`config.mk`:
```
export PLATFORM = sky130hd
export DESIGN_NAME = mem_bist_master
export DESIGN_NICKNAME = d
export VERILOG_FILES = /design/src/rtl/mem_bist_master.sv
export SDC_FILE = /design/constraint.sdc
export NUM_CORES = 1
export LEC_CHECK = 0
export BUFFER_PORTS_ARGS = -buffer_cell sky130_fd_sc_hd__buf_2
export CAP_MARGIN = 25
export CORE_MARGIN = 2
export CORE_UTILIZATION = 56
export DETAILED_ROUTE_END_ITERATION = 7
export GPL_TIMING_DRIVEN = 0
export PLACE_DENSITY = 0.92
export SKIP_LAST_GASP = 1
export SLEW_MARGIN = 20
export SYNTH_ARGS = -nofsm -noshare
export SYNTH_HDL_FRONTEND = slang
export SYNTH_SLANG_ARGS = --single-unit
```
`constraint.sdc`:
```
create_clock -name clk_i -period 2.5 [get_ports clk_i]
set_input_delay 0 -clock clk_i [delete_from_list [all_inputs] [get_ports clk_i]]
set_output_delay 0 -clock clk_i [all_outputs]
set_load 0.02 [all_outputs]
```
`src/rtl/mem_bist_master.sv`:
```
// Memory BIST master: writes pattern^addr over a programmed range of a valid/ready SRAM,
// reads it back, and reports pass/fail, mismatch count and the first failing word.
module mem_bist_master #(
  parameter int WIDTH      = 16,
  parameter int ADDR_WIDTH = 10,
  parameter int TIMEOUT    = 15
) (
  input  logic                  clk_i,
  input  logic                  rst_i,
  input  logic                  start_i,
  input  logic [ADDR_WIDTH-1:0] start_addr_i,
  input  logic [ADDR_WIDTH-1:0] end_addr_i,
  input  logic [WIDTH-1:0]      pattern_i,
  output logic [ADDR_WIDTH-1:0] mem_addr_o,
  output logic [WIDTH-1:0]      mem_wdata_o,
  output logic                  mem_wr_rd_o,
  output logic                  mem_valid_o,
  input  logic                  mem_ready_i,
  input  logic [WIDTH-1:0]      mem_rdata_i,
  output logic                  busy_o,
  output logic                  done_o,
  output logic                  pass_o,
  output logic                  cfg_err_o,
  output logic                  timeout_o,
  output logic [ADDR_WIDTH:0]   err_count_o,
  output logic [ADDR_WIDTH-1:0] fail_addr_o,
  output logic [WIDTH-1:0]      fail_data_o,
  output logic [2:0]            dbg_state_o
);

  // Handshake: mem_valid_o is a one-cycle request pulse; the SRAM answers with a
  // one-cycle mem_ready_i some cycles later (read data valid with it). No new request
  // is issued until that ready has been sampled.

  localparam int TW = (TIMEOUT > 1) ? $clog2(TIMEOUT) : 1;

  typedef enum logic [2:0] {
    IDLE    = 3'd0,
    WR_REQ  = 3'd1,
    WR_WAIT = 3'd2,
    RD_REQ  = 3'd3,
    RD_WAIT = 3'd4,
    DONE    = 3'd5
  } state_t;

  state_t                state_q, state_d;
  logic [ADDR_WIDTH-1:0] start_q, start_d;
  logic [ADDR_WIDTH-1:0] end_q, end_d;
  logic [WIDTH-1:0]      pattern_q, pattern_d;
  logic [TW-1:0]         timer_q, timer_d;
  logic [ADDR_WIDTH-1:0] addr_q, addr_d;
  logic [WIDTH-1:0]      wdata_q, wdata_d;
  logic                  wr_rd_q, wr_rd_d;
  logic                  valid_q, valid_d;
  logic                  busy_q, busy_d;
  logic                  done_q, done_d;
  logic                  pass_q, pass_d;
  logic                  cfg_err_q, cfg_err_d;
  logic                  timeout_q, timeout_d;
  logic [ADDR_WIDTH:0]   err_count_q, err_count_d;
  logic [ADDR_WIDTH-1:0] fail_addr_q, fail_addr_d;
  logic [WIDTH-1:0]      fail_data_q, fail_data_d;

  logic wait_expired;
  logic last_addr;

  function automatic logic [WIDTH-1:0] word_of(input logic [WIDTH-1:0]      seed,
                                               input logic [ADDR_WIDTH-1:0] a);
    return seed ^ WIDTH'(a);
  endfunction

  assign wait_expired = (timer_q == TW'(TIMEOUT - 1));
  assign last_addr    = (addr_q == end_q);

  always_comb begin
    state_d     = state_q;
    start_d     = start_q;
    end_d       = end_q;
    pattern_d   = pattern_q;
    timer_d     = timer_q;
    addr_d      = addr_q;
    wdata_d     = wdata_q;
    wr_rd_d     = wr_rd_q;
    valid_d     = 1'b0;
    busy_d      = busy_q;
    done_d      = 1'b0;
    pass_d      = pass_q;
    cfg_err_d   = cfg_err_q;
    timeout_d   = timeout_q;
    err_count_d = err_count_q;
    fail_addr_d = fail_addr_q;
    fail_data_d = fail_data_q;

    unique case (state_q)
      IDLE: begin
        // done_q still high means this is the completion cycle; a start here is dropped
        if (start_i && !done_q) begin
          start_d     = start_addr_i;
          end_d       = end_addr_i;
          pattern_d   = pattern_i;
          err_count_d = '0;
          fail_addr_d = '0;
          fail_data_d = '0;
          pass_d      = 1'b0;
          timeout_d   = 1'b0;
          cfg_err_d   = 1'b0;
          if (start_addr_i > end_addr_i) begin
            cfg_err_d = 1'b1;
            state_d   = DONE;
          end else begin
            busy_d  = 1'b1;
            addr_d  = start_addr_i;
            wdata_d = word_of(pattern_i, start_addr_i);
            wr_rd_d = 1'b1;
            valid_d = 1'b1;
            state_d = WR_REQ;
          end
        end
      end

      WR_REQ: begin
        timer_d = '0;
        state_d = WR_WAIT;
      end

      WR_WAIT: begin
        if (mem_ready_i) begin
          valid_d = 1'b1;
          if (last_addr) begin
            addr_d  = start_q;
            wr_rd_d = 1'b0;
            state_d = RD_REQ;
          end else begin
            addr_d  = addr_q + 1'b1;
            wdata_d = word_of(pattern_q, addr_q + 1'b1);
            state_d = WR_REQ;
          end
        end else if (wait_expired) begin
          timeout_d = 1'b1;
          state_d   = DONE;
        end else begin
          timer_d = timer_q + 1'b1;
        end
      end

      RD_REQ: begin
        timer_d = '0;
        state_d = RD_WAIT;
      end

      RD_WAIT: begin
        if (mem_ready_i) begin
          if (mem_rdata_i != word_of(pattern_q, addr_q)) begin
            if (err_count_q != '1) err_count_d = err_count_q + 1'b1;
            if (err_count_q == '0) begin
              fail_addr_d = addr_q;
              fail_data_d = mem_rdata_i;
            end
          end
          if (last_addr) begin
            state_d = DONE;
          end else begin
            addr_d  = addr_q + 1'b1;
            valid_d = 1'b1;
            state_d = RD_REQ;
          end
        end else if (wait_expired) begin
          timeout_d = 1'b1;
          state_d   = DONE;
        end else begin
          timer_d = timer_q + 1'b1;
        end
      end

      DONE: begin
        done_d  = 1'b1;
        busy_d  = 1'b0;
        pass_d  = (err_count_q == '0) && !timeout_q && !cfg_err_q;
        state_d = IDLE;
      end

      default: state_d = IDLE;
    endcase
  end

  always_ff @(posedge clk_i or negedge rst_i) begin
    if (!rst_i) begin
      state_q     <= IDLE;
      start_q     <= '0;
      end_q       <= '0;
      pattern_q   <= '0;
      timer_q     <= '0;
      addr_q      <= '0;
      wdata_q     <= '0;
      wr_rd_q     <= 1'b0;
      valid_q     <= 1'b0;
      busy_q      <= 1'b0;
      done_q      <= 1'b0;
      pass_q      <= 1'b0;
      cfg_err_q   <= 1'b0;
      timeout_q   <= 1'b0;
      err_count_q <= '0;
      fail_addr_q <= '0;
      fail_data_q <= '0;
    end else begin
      state_q     <= state_d;
      start_q     <= start_d;
      end_q       <= end_d;
      pattern_q   <= pattern_d;
      timer_q     <= timer_d;
      addr_q      <= addr_d;
      wdata_q     <= wdata_d;
      wr_rd_q     <= wr_rd_d;
      valid_q     <= valid_d;
      busy_q      <= busy_d;
      done_q      <= done_d;
      pass_q      <= pass_d;
      cfg_err_q   <= cfg_err_d;
      timeout_q   <= timeout_d;
      err_count_q <= err_count_d;
      fail_addr_q <= fail_addr_d;
      fail_data_q <= fail_data_d;
    end
  end

  assign mem_addr_o  = addr_q;
  assign mem_wdata_o = wdata_q;
  assign mem_wr_rd_o = wr_rd_q;
  assign mem_valid_o = valid_q;
  assign busy_o      = busy_q;
  assign done_o      = done_q;
  assign pass_o      = pass_q;
  assign cfg_err_o   = cfg_err_q;
  assign timeout_o   = timeout_q;
  assign err_count_o = err_count_q;
  assign fail_addr_o = fail_addr_q;
  assign fail_data_o = fail_data_q;
  assign dbg_state_o = state_q;

endmodule

```
==> flow_metrics.env, run 1 <==
export IMPL_cp_data_required_time_ns=2.81
export IMPL_io_buffers=127
export IMPL_fin_crit_ns=2.53
export IMPL_reg2reg_to="mem_addr_o[2]"
export IMPL_gp_congestion=0.936
export IMPL_wl_met3_um=2690
export IMPL_final_cell_mix="nand2_1 (157), buf_2 (133), dfrtp_1 (113)"
export IMPL_cts_tree="done"
export IMPL_hold_class="input pin to flop"
export IMPL_setup_viol=3
export IMPL_path_clk_slew_ns=0.06
export IMPL_drc_errors=39
export IMPL_tns_ns=-0.0743
export IMPL_core_area_um2=11000
export IMPL_power_density_nw_per_um2=1340
export IMPL_hold_path_end="mem_addr_o[3]"
export IMPL_p_leak_nw=4.31
export IMPL_critPathMaxStageDelay_ns=0.39
export IMPL_synth_edf_count=0
export IMPL_tightest_slew_ns=0.652
export IMPL_wl_met2_um=9920
export IMPL_synth_seq_cells=113
export IMPL_num_rows=38
export IMPL_whs_path_depth=4
export IMPL_cts_root_buffer_cell="clkbuf_16"
export IMPL_clk_latency_ns=0.43
export IMPL_die_x_um=111
export IMPL_period_share=1.01
export IMPL_crit_family="buffers and inverters"
export IMPL_relSlewSlack=0.565
export IMPL_syn_area_per_cell_um2=9.29
export IMPL_drv_slew=0
export IMPL_worstPathMaxFanout=10
export IMPL_routedLengthMet1_um=7650
export IMPL_finalWirelength_um=22000
export IMPL_first_global_vias=6394
export IMPL_crit_buf_inv=3
export IMPL_synthToLayoutAreaGrowth_pct=34.1
export IMPL_dp_cells=954
export IMPL_grt_usage=0.349
export IMPL_highest_layer="met4"
export IMPL_grt_antenna_before_repair=0
export IMPL_wl_per_cell_um=21.0
export IMPL_rr_startpoint="mem_addr_o[3]"
export IMPL_drive_gt1_frac=0.260
export IMPL_postLayoutCellArea_um2=8540
export IMPL_status="finished with violations"
export IMPL_end_kind="flop"
export IMPL_skew_ns=0.00873
export IMPL_globalRouteOverflowTotal=0
export IMPL_max_freq_mhz=395
export IMPL_max_cap_viol_count=0
export IMPL_ir_worst_vdd_v=0.000804
export IMPL_yosysSeqAreaShare=0.444
export IMPL_ioPinCount=129
export IMPL_reg2reg_slack_ns=-0.03
export IMPL_final_common_cell="nand2_1"
export IMPL_final_hold_viol_count=0
export IMPL_via_per_inst=6.13
export IMPL_vias=6425
export IMPL_grt_max_degree=74
export IMPL_utilization=0.778
export IMPL_reg2regPathDepth=9
export IMPL_min_from="start_addr_i[3]"
export IMPL_n_antenna_cell=0
export IMPL_start_util=0.580
export IMPL_fin_nets=966
export IMPL_synth_cell_types=58
export IMPL_worstPathCellList="buf_2, xor2_1, nor4_2, nand4_2, buf_4, o21ai_4, nand2_1, clkbuf_4, mux2_2"
export IMPL_synthFlopType="dfrtp_1"
export IMPL_worstPathArrival_ns=2.84
export IMPL_drt_first_pass_iters=8
export IMPL_drtIter0Drc=1066
export IMPL_cts_sinks=113
export IMPL_synth_nets=757
export IMPL_synth_area_um2=6370
export IMPL_clockBufferDepth=2
export IMPL_cts_made_buffers=17
export IMPL_worstSetupStartpointType="flop"
export IMPL_place_hpwl_um=12500
export IMPL_layout_setup_ws_ns=-0.0333
export IMPL_fin_cells=1048
export IMPL_slowest_stage="dfrtp_1"
export IMPL_ant_nets=0
export IMPL_synthArstFlopShare=1.00
export IMPL_grt_pass1_wl_um=33600
export IMPL_crit_type="flop to flop"
export IMPL_dieArea_um2=12200
export IMPL_grt_setup_unrepaired="yes"
export IMPL_place_area_um2=7210
export IMPL_ys_warn_count=0
export IMPL_h_tree_depth=4
export IMPL_startpoint="mem_addr_o[3]"
export IMPL_fp_dieH_um=111
export IMPL_violations="DRC, setup timing"
export IMPL_postSynthCellCount=686
how the worst max path moves through the flow:
stage	to	slack, ns	depth (start not counted)
after floorplan	mem_wdata_o[10]	0.12	7
after global placement	mem_wdata_o[12]	-0.19	9
after detailed placement	mem_wdata_o[11]	-0.25	9
after CTS	fail_data_o[11]	-0.05	9
after global routing	mem_addr_o[2]	-0.09	9
final	mem_addr_o[2]	-0.03	9
layout make-up:
class	count	area, um^2
fill	637	2440
buffer	36	219
inverter	47	176
clock inverter	11	113
multi-input combinational	483	3250
tap	140	175
clock buffer	21	460
timing repair buffer	197	1320
sequential	113	2830
Yosys cell counts, drive strengths merged, types with 2 or more instances:
library cell	count	area, um^2
a21o	3	22.5
a21oi	12	60.1
a22o	6	52.6
a22oi	6	45.0
a31oi	3	18.8
and2	3	18.8
and3	5	31.3
buf	15	109
clkbuf	28	105
dfrtp	113	2830
ha	15	188
inv	47	176
mux2	23	259
mux2i	31	310
nand2	159	597
nand2b	6	37.5
nand3	15	75.1
nand4	7	50.1
nor2	32	120
nor2b	2	12.5
nor3	6	40.0
nor3b	2	20.0
nor4	5	31.3
nor4b	2	23.8
o21a	2	15.0
o21ai	45	236
o221ai	2	17.5
o22ai	3	18.8
o2bb2ai	3	26.3
o31ai	7	52.6
o41ai	2	25.0
or2	6	37.5
or3	2	12.5
xnor2	26	228
xnor3	6	135
xor2	25	219
report_power, final:
| group | internal (mW) | total [mW] | switching [mW] |
|---|---|---|---|
| logic | 2.29 | 5.75 | 3.46 |
| registers | 2.58 | 3.31 | 0.727 |
| clock network | 1.50 | 2.37 | 0.870 |
timing repair:
action	4_1_cts	5_1_grt
buffers inserted	4	11
cloned	0	1
setup endpoints to repair	59	76
gates resized for setup	8	36
pin swaps	3	10
endpoints found under the hold margin	172	0
hold buffers	53	0
metrics by stage:
stage / setup WS (ns) / hold slack [ns] / total power, mW
2_1_floorplan: 0.124 / -0.296 / 6.64
3_3_place_gp: -0.188 / 0.211 / 7.94
3_5_place_dp: -0.249 / -0.0654 / 8.12
4_1_cts: -0.0513 / 0.0247 / 10.7
5_1_grt: -0.0916 / 0.0774 / 11.9
6_report: -0.0333 / 0.0431 / 11.4
layer usage:
layer,vias to the layer above,global-route usage
met3,186,0.107
met2,546,0.559
met5,-,0
li1,2723,-
met1,2970,0.421
met4,0,0.194
tightest hold or removal path: cells and delay by family:
kind | cells | cell delay [ns]
buffers and inverters | 1 | 0.13
AO/OA/AOI/OAI | 3 | 0.30
registers in the layout (all words and copies together), names as in the netlist:
register	cells
err_count_o	11
end_q	10
mem_addr_o	10
dbg_state_o	3
mem_valid_o	1
pattern_q	16
start_q	10
fail_addr_o	10
timer_q	4
mem_wr_rd_o	1
busy_o	1
cfg_err_o	1
pass_o	1
mem_wdata_o	16
timeout_o	1
fail_data_o	16
done_o	1
logic make-up after synthesis:
group | Yosys count | synth area share
flops | 113 | 0.444
mux | 54 | 0.0894
xor+xnor | 57 | 0.0913
buf+inv | 90 | 0.0613
simple gates | 255 | 0.178
fa+ha+maj | 15 | 0.0295
compound gates | 102 | 0.107
Note: power is estimated with default switching activity, not from simulation.
==> inputs of run 2 (changes only) <==
--- a/config.mk
+++ b/config.mk
@@ -5,13 +5,13 @@
 export SDC_FILE = /design/constraint.sdc
 export NUM_CORES = 1
 export LEC_CHECK = 0
-export BUFFER_PORTS_ARGS = -buffer_cell sky130_fd_sc_hd__buf_2
 export CAP_MARGIN = 25
 export CORE_MARGIN = 2
-export CORE_UTILIZATION = 56
+export CORE_UTILIZATION = 64
 export DETAILED_ROUTE_END_ITERATION = 7
+export DONT_BUFFER_PORTS = 1
 export GPL_TIMING_DRIVEN = 0
-export PLACE_DENSITY = 0.92
+export PLACE_DENSITY = 0.91
 export SKIP_LAST_GASP = 1
 export SLEW_MARGIN = 20
 export SYNTH_ARGS = -nofsm -noshare
==> run 2 against run 1 <==
Against the previous run:
- flip-flop and latch count is the same
- cell area shrank 5.7%
- highest routed layer unchanged
- clock power shrank 5%
- worst setup slack lost 0.13 ns
- total power shrank 2.3%
- the run ends with setup timing left
- largest cell class unchanged
- routed wire length grew 0.36%
- count of clock-buffer cells in the layout grew 5
==> flow_metrics.env, run 2 (synthesized netlist as in run 1, its figures left out) <==
export IMPL_ant_nets=0
export IMPL_first_global_vias=5967
export IMPL_skew_ns=0.00787
export IMPL_reg2regPathDepth=9
export IMPL_layout_setup_ws_ns=-0.159
export IMPL_nFillCells=480
export IMPL_drt_first_pass_iters=8
export IMPL_final_hold_viol_count=0
export IMPL_path_clk_slew_ns=0.06
export IMPL_cts_root_buffer_cell="clkbuf_8"
export IMPL_globalRouteOverflowTotal=0
export IMPL_hold_class="input pin to async pin"
export IMPL_clk_latency_ns=0.55
export IMPL_p_switching_mw=5.01
export IMPL_ir_worst_vdd_v=0.000621
export IMPL_via_per_inst=6.62
export IMPL_reg2reg_slack_ns=-0.16
export IMPL_worstSetupStartpointType="flop"
export IMPL_grt_setup_unrepaired="yes"
export IMPL_drtIter0Drc=1092
export IMPL_fin_nets=851
export IMPL_core_area_um2=9730
export IMPL_synthToLayoutAreaGrowth_pct=26.5
export IMPL_place_hpwl_um=12400
export IMPL_tightest_slew_ns=0.650
export IMPL_final_common_cell="nand2_1"
export IMPL_gp_congestion=0.983
export IMPL_fp_dieH_um=104
export IMPL_end_kind="flop"
export IMPL_die_x_um=104
export IMPL_io_buffers=0
export IMPL_clockBufferDepth=2
export IMPL_dieArea_um2=10800
export IMPL_grt_pass1_wl_um=31100
export IMPL_ioPinCount=129
export IMPL_postLayoutCellArea_um2=8060
export IMPL_drv_slew=0
export IMPL_place_area_um2=6540
export IMPL_rr_startpoint="mem_addr_o[4]"
export IMPL_grt_usage=0.375
export IMPL_setup_viol=21
export IMPL_h_tree_depth=4
export IMPL_p_leak_nw=3.84
export IMPL_period_share=1.06
export IMPL_status="finished with violations"
export IMPL_clockPowerShare=0.200
export IMPL_crit_type="flop to flop"
export IMPL_reg2reg_to="fail_addr_o[6]"
export IMPL_cts_tree="done"
export IMPL_power_density_nw_per_um2=1390
export IMPL_grt_max_degree=114
export IMPL_vias=6129
export IMPL_p_seq_frac=0.347
export IMPL_switching_share=0.448
export IMPL_cts_sinks=113
export IMPL_num_rows=36
export IMPL_worstPathMaxFanout=7
export IMPL_wl_per_cell_um=23.9
export IMPL_grt_antenna_before_repair=1
export IMPL_pwr_share_comb=0.453
export IMPL_final_cell_mix="nand2_1 (158), dfrtp_1 (103), dlygate4sd3_1 (55)"
export IMPL_violations="setup timing"
export IMPL_finalWirelength_um=22100
export IMPL_relSlewSlack=0.567
export IMPL_p_int_mw=6.16
export IMPL_drive_gt1_frac=0.164
export IMPL_worstPathArrival_ns=3.10
export IMPL_cts_made_buffers=17
export IMPL_fin_crit_ns=2.66
export IMPL_max_cap_viol_count=0
export IMPL_cp_data_required_time_ns=2.94
export IMPL_start_util=0.655
export IMPL_drc_errors=0
export IMPL_power_total_mw=11.2
export IMPL_max_freq_mhz=376
-- run 2: cell type report --
class / count / area (um^2) / area share
inverters: 47 / 176 / 0.0219
multi-input cells: 483 / 3280 / 0.406
well taps: 133 / 166 / 0.0206
repair buffers: 77 / 772 / 0.0958
diodes: 1 / 2.50 / 0.000310
flip-flops and latches: 113 / 2840 / 0.352
plain buffers: 41 / 284 / 0.0352
clock buffers: 26 / 518 / 0.0643
clock inverters: 5 / 25.0 / 0.00310
-- run 2: stage by stage --
stage	hold slack (ns)	instances	util	setup TNS [ns]	worst slack, ns
after floorplan	-0.296	686	-	0	0.124
after global placement	-0.292	819	0.672	-14.41	-0.331
after detailed placement	-0.293	819	0.672	-18.79	-0.434
after CTS	0.0236	912	0.799	-0.0798	-0.0186
after global routing	0.0836	926	0.828	-2.72	-0.223
final	0.00753	926	0.828	-1.11	-0.159
-- run 2: routing by layer --
metal | share of wire | GRT usage | wire (um)
met4 | 0.068 | 0.197 | 1500
met5 | 0 | 0 | 0
met2 | 0.48 | 0.610 | 10500
met1 | 0.33 | 0.434 | 7390
met3 | 0.12 | 0.139 | 2660
-- run 2: timing repair --
action                                  CTS  global route
hold endpoints to repair                193             0
buffers inserted                          6            13
pin swaps                                 4            13
cloned                                    0             3
hold buffers                             56             0
endpoints found under the setup margin   70            86
gates resized for setup                  24            59
-- run 2: worst max-delay path, cell delays in order, from the launching register on --
cell     delay, ns
dfrtp_2       0.47
buf_6         0.17
xnor3_1       0.39
nand2_1       0.08
or4_4         0.58
nor2_2        0.11
or2_4         0.14
buf_2         0.18
buf_12        0.15
mux2i_1       0.27
-- run 2: worst max path at each step --
stage | start | endpoint | slack (ns) | cells past startpoint
global placement | dbg_state_o[1] | fail_data_o[3] | -0.33 | 9
finish | mem_addr_o[4] | fail_addr_o[6] | -0.16 | 9
global route | mem_addr_o[4] | fail_addr_o[6] | -0.22 | 9
floorplan | dbg_state_o[2] | mem_wdata_o[10] | 0.12 | 7
CTS | dbg_state_o[1] | fail_data_o[4] | -0.02 | 9
detailed placement | dbg_state_o[1] | fail_data_o[3] | -0.43 | 9
-- run 2: power groups by stage --
stage	Clock [mW]	Sequential [mW]	Combinational [mW]
global route	2.30	3.91	5.33
global placement	0	3.74	3.69
finish	2.24	3.88	5.05
CTS	2.21	3.77	4.20
floorplan	0	3.57	3.07
detailed placement	0	3.77	3.89
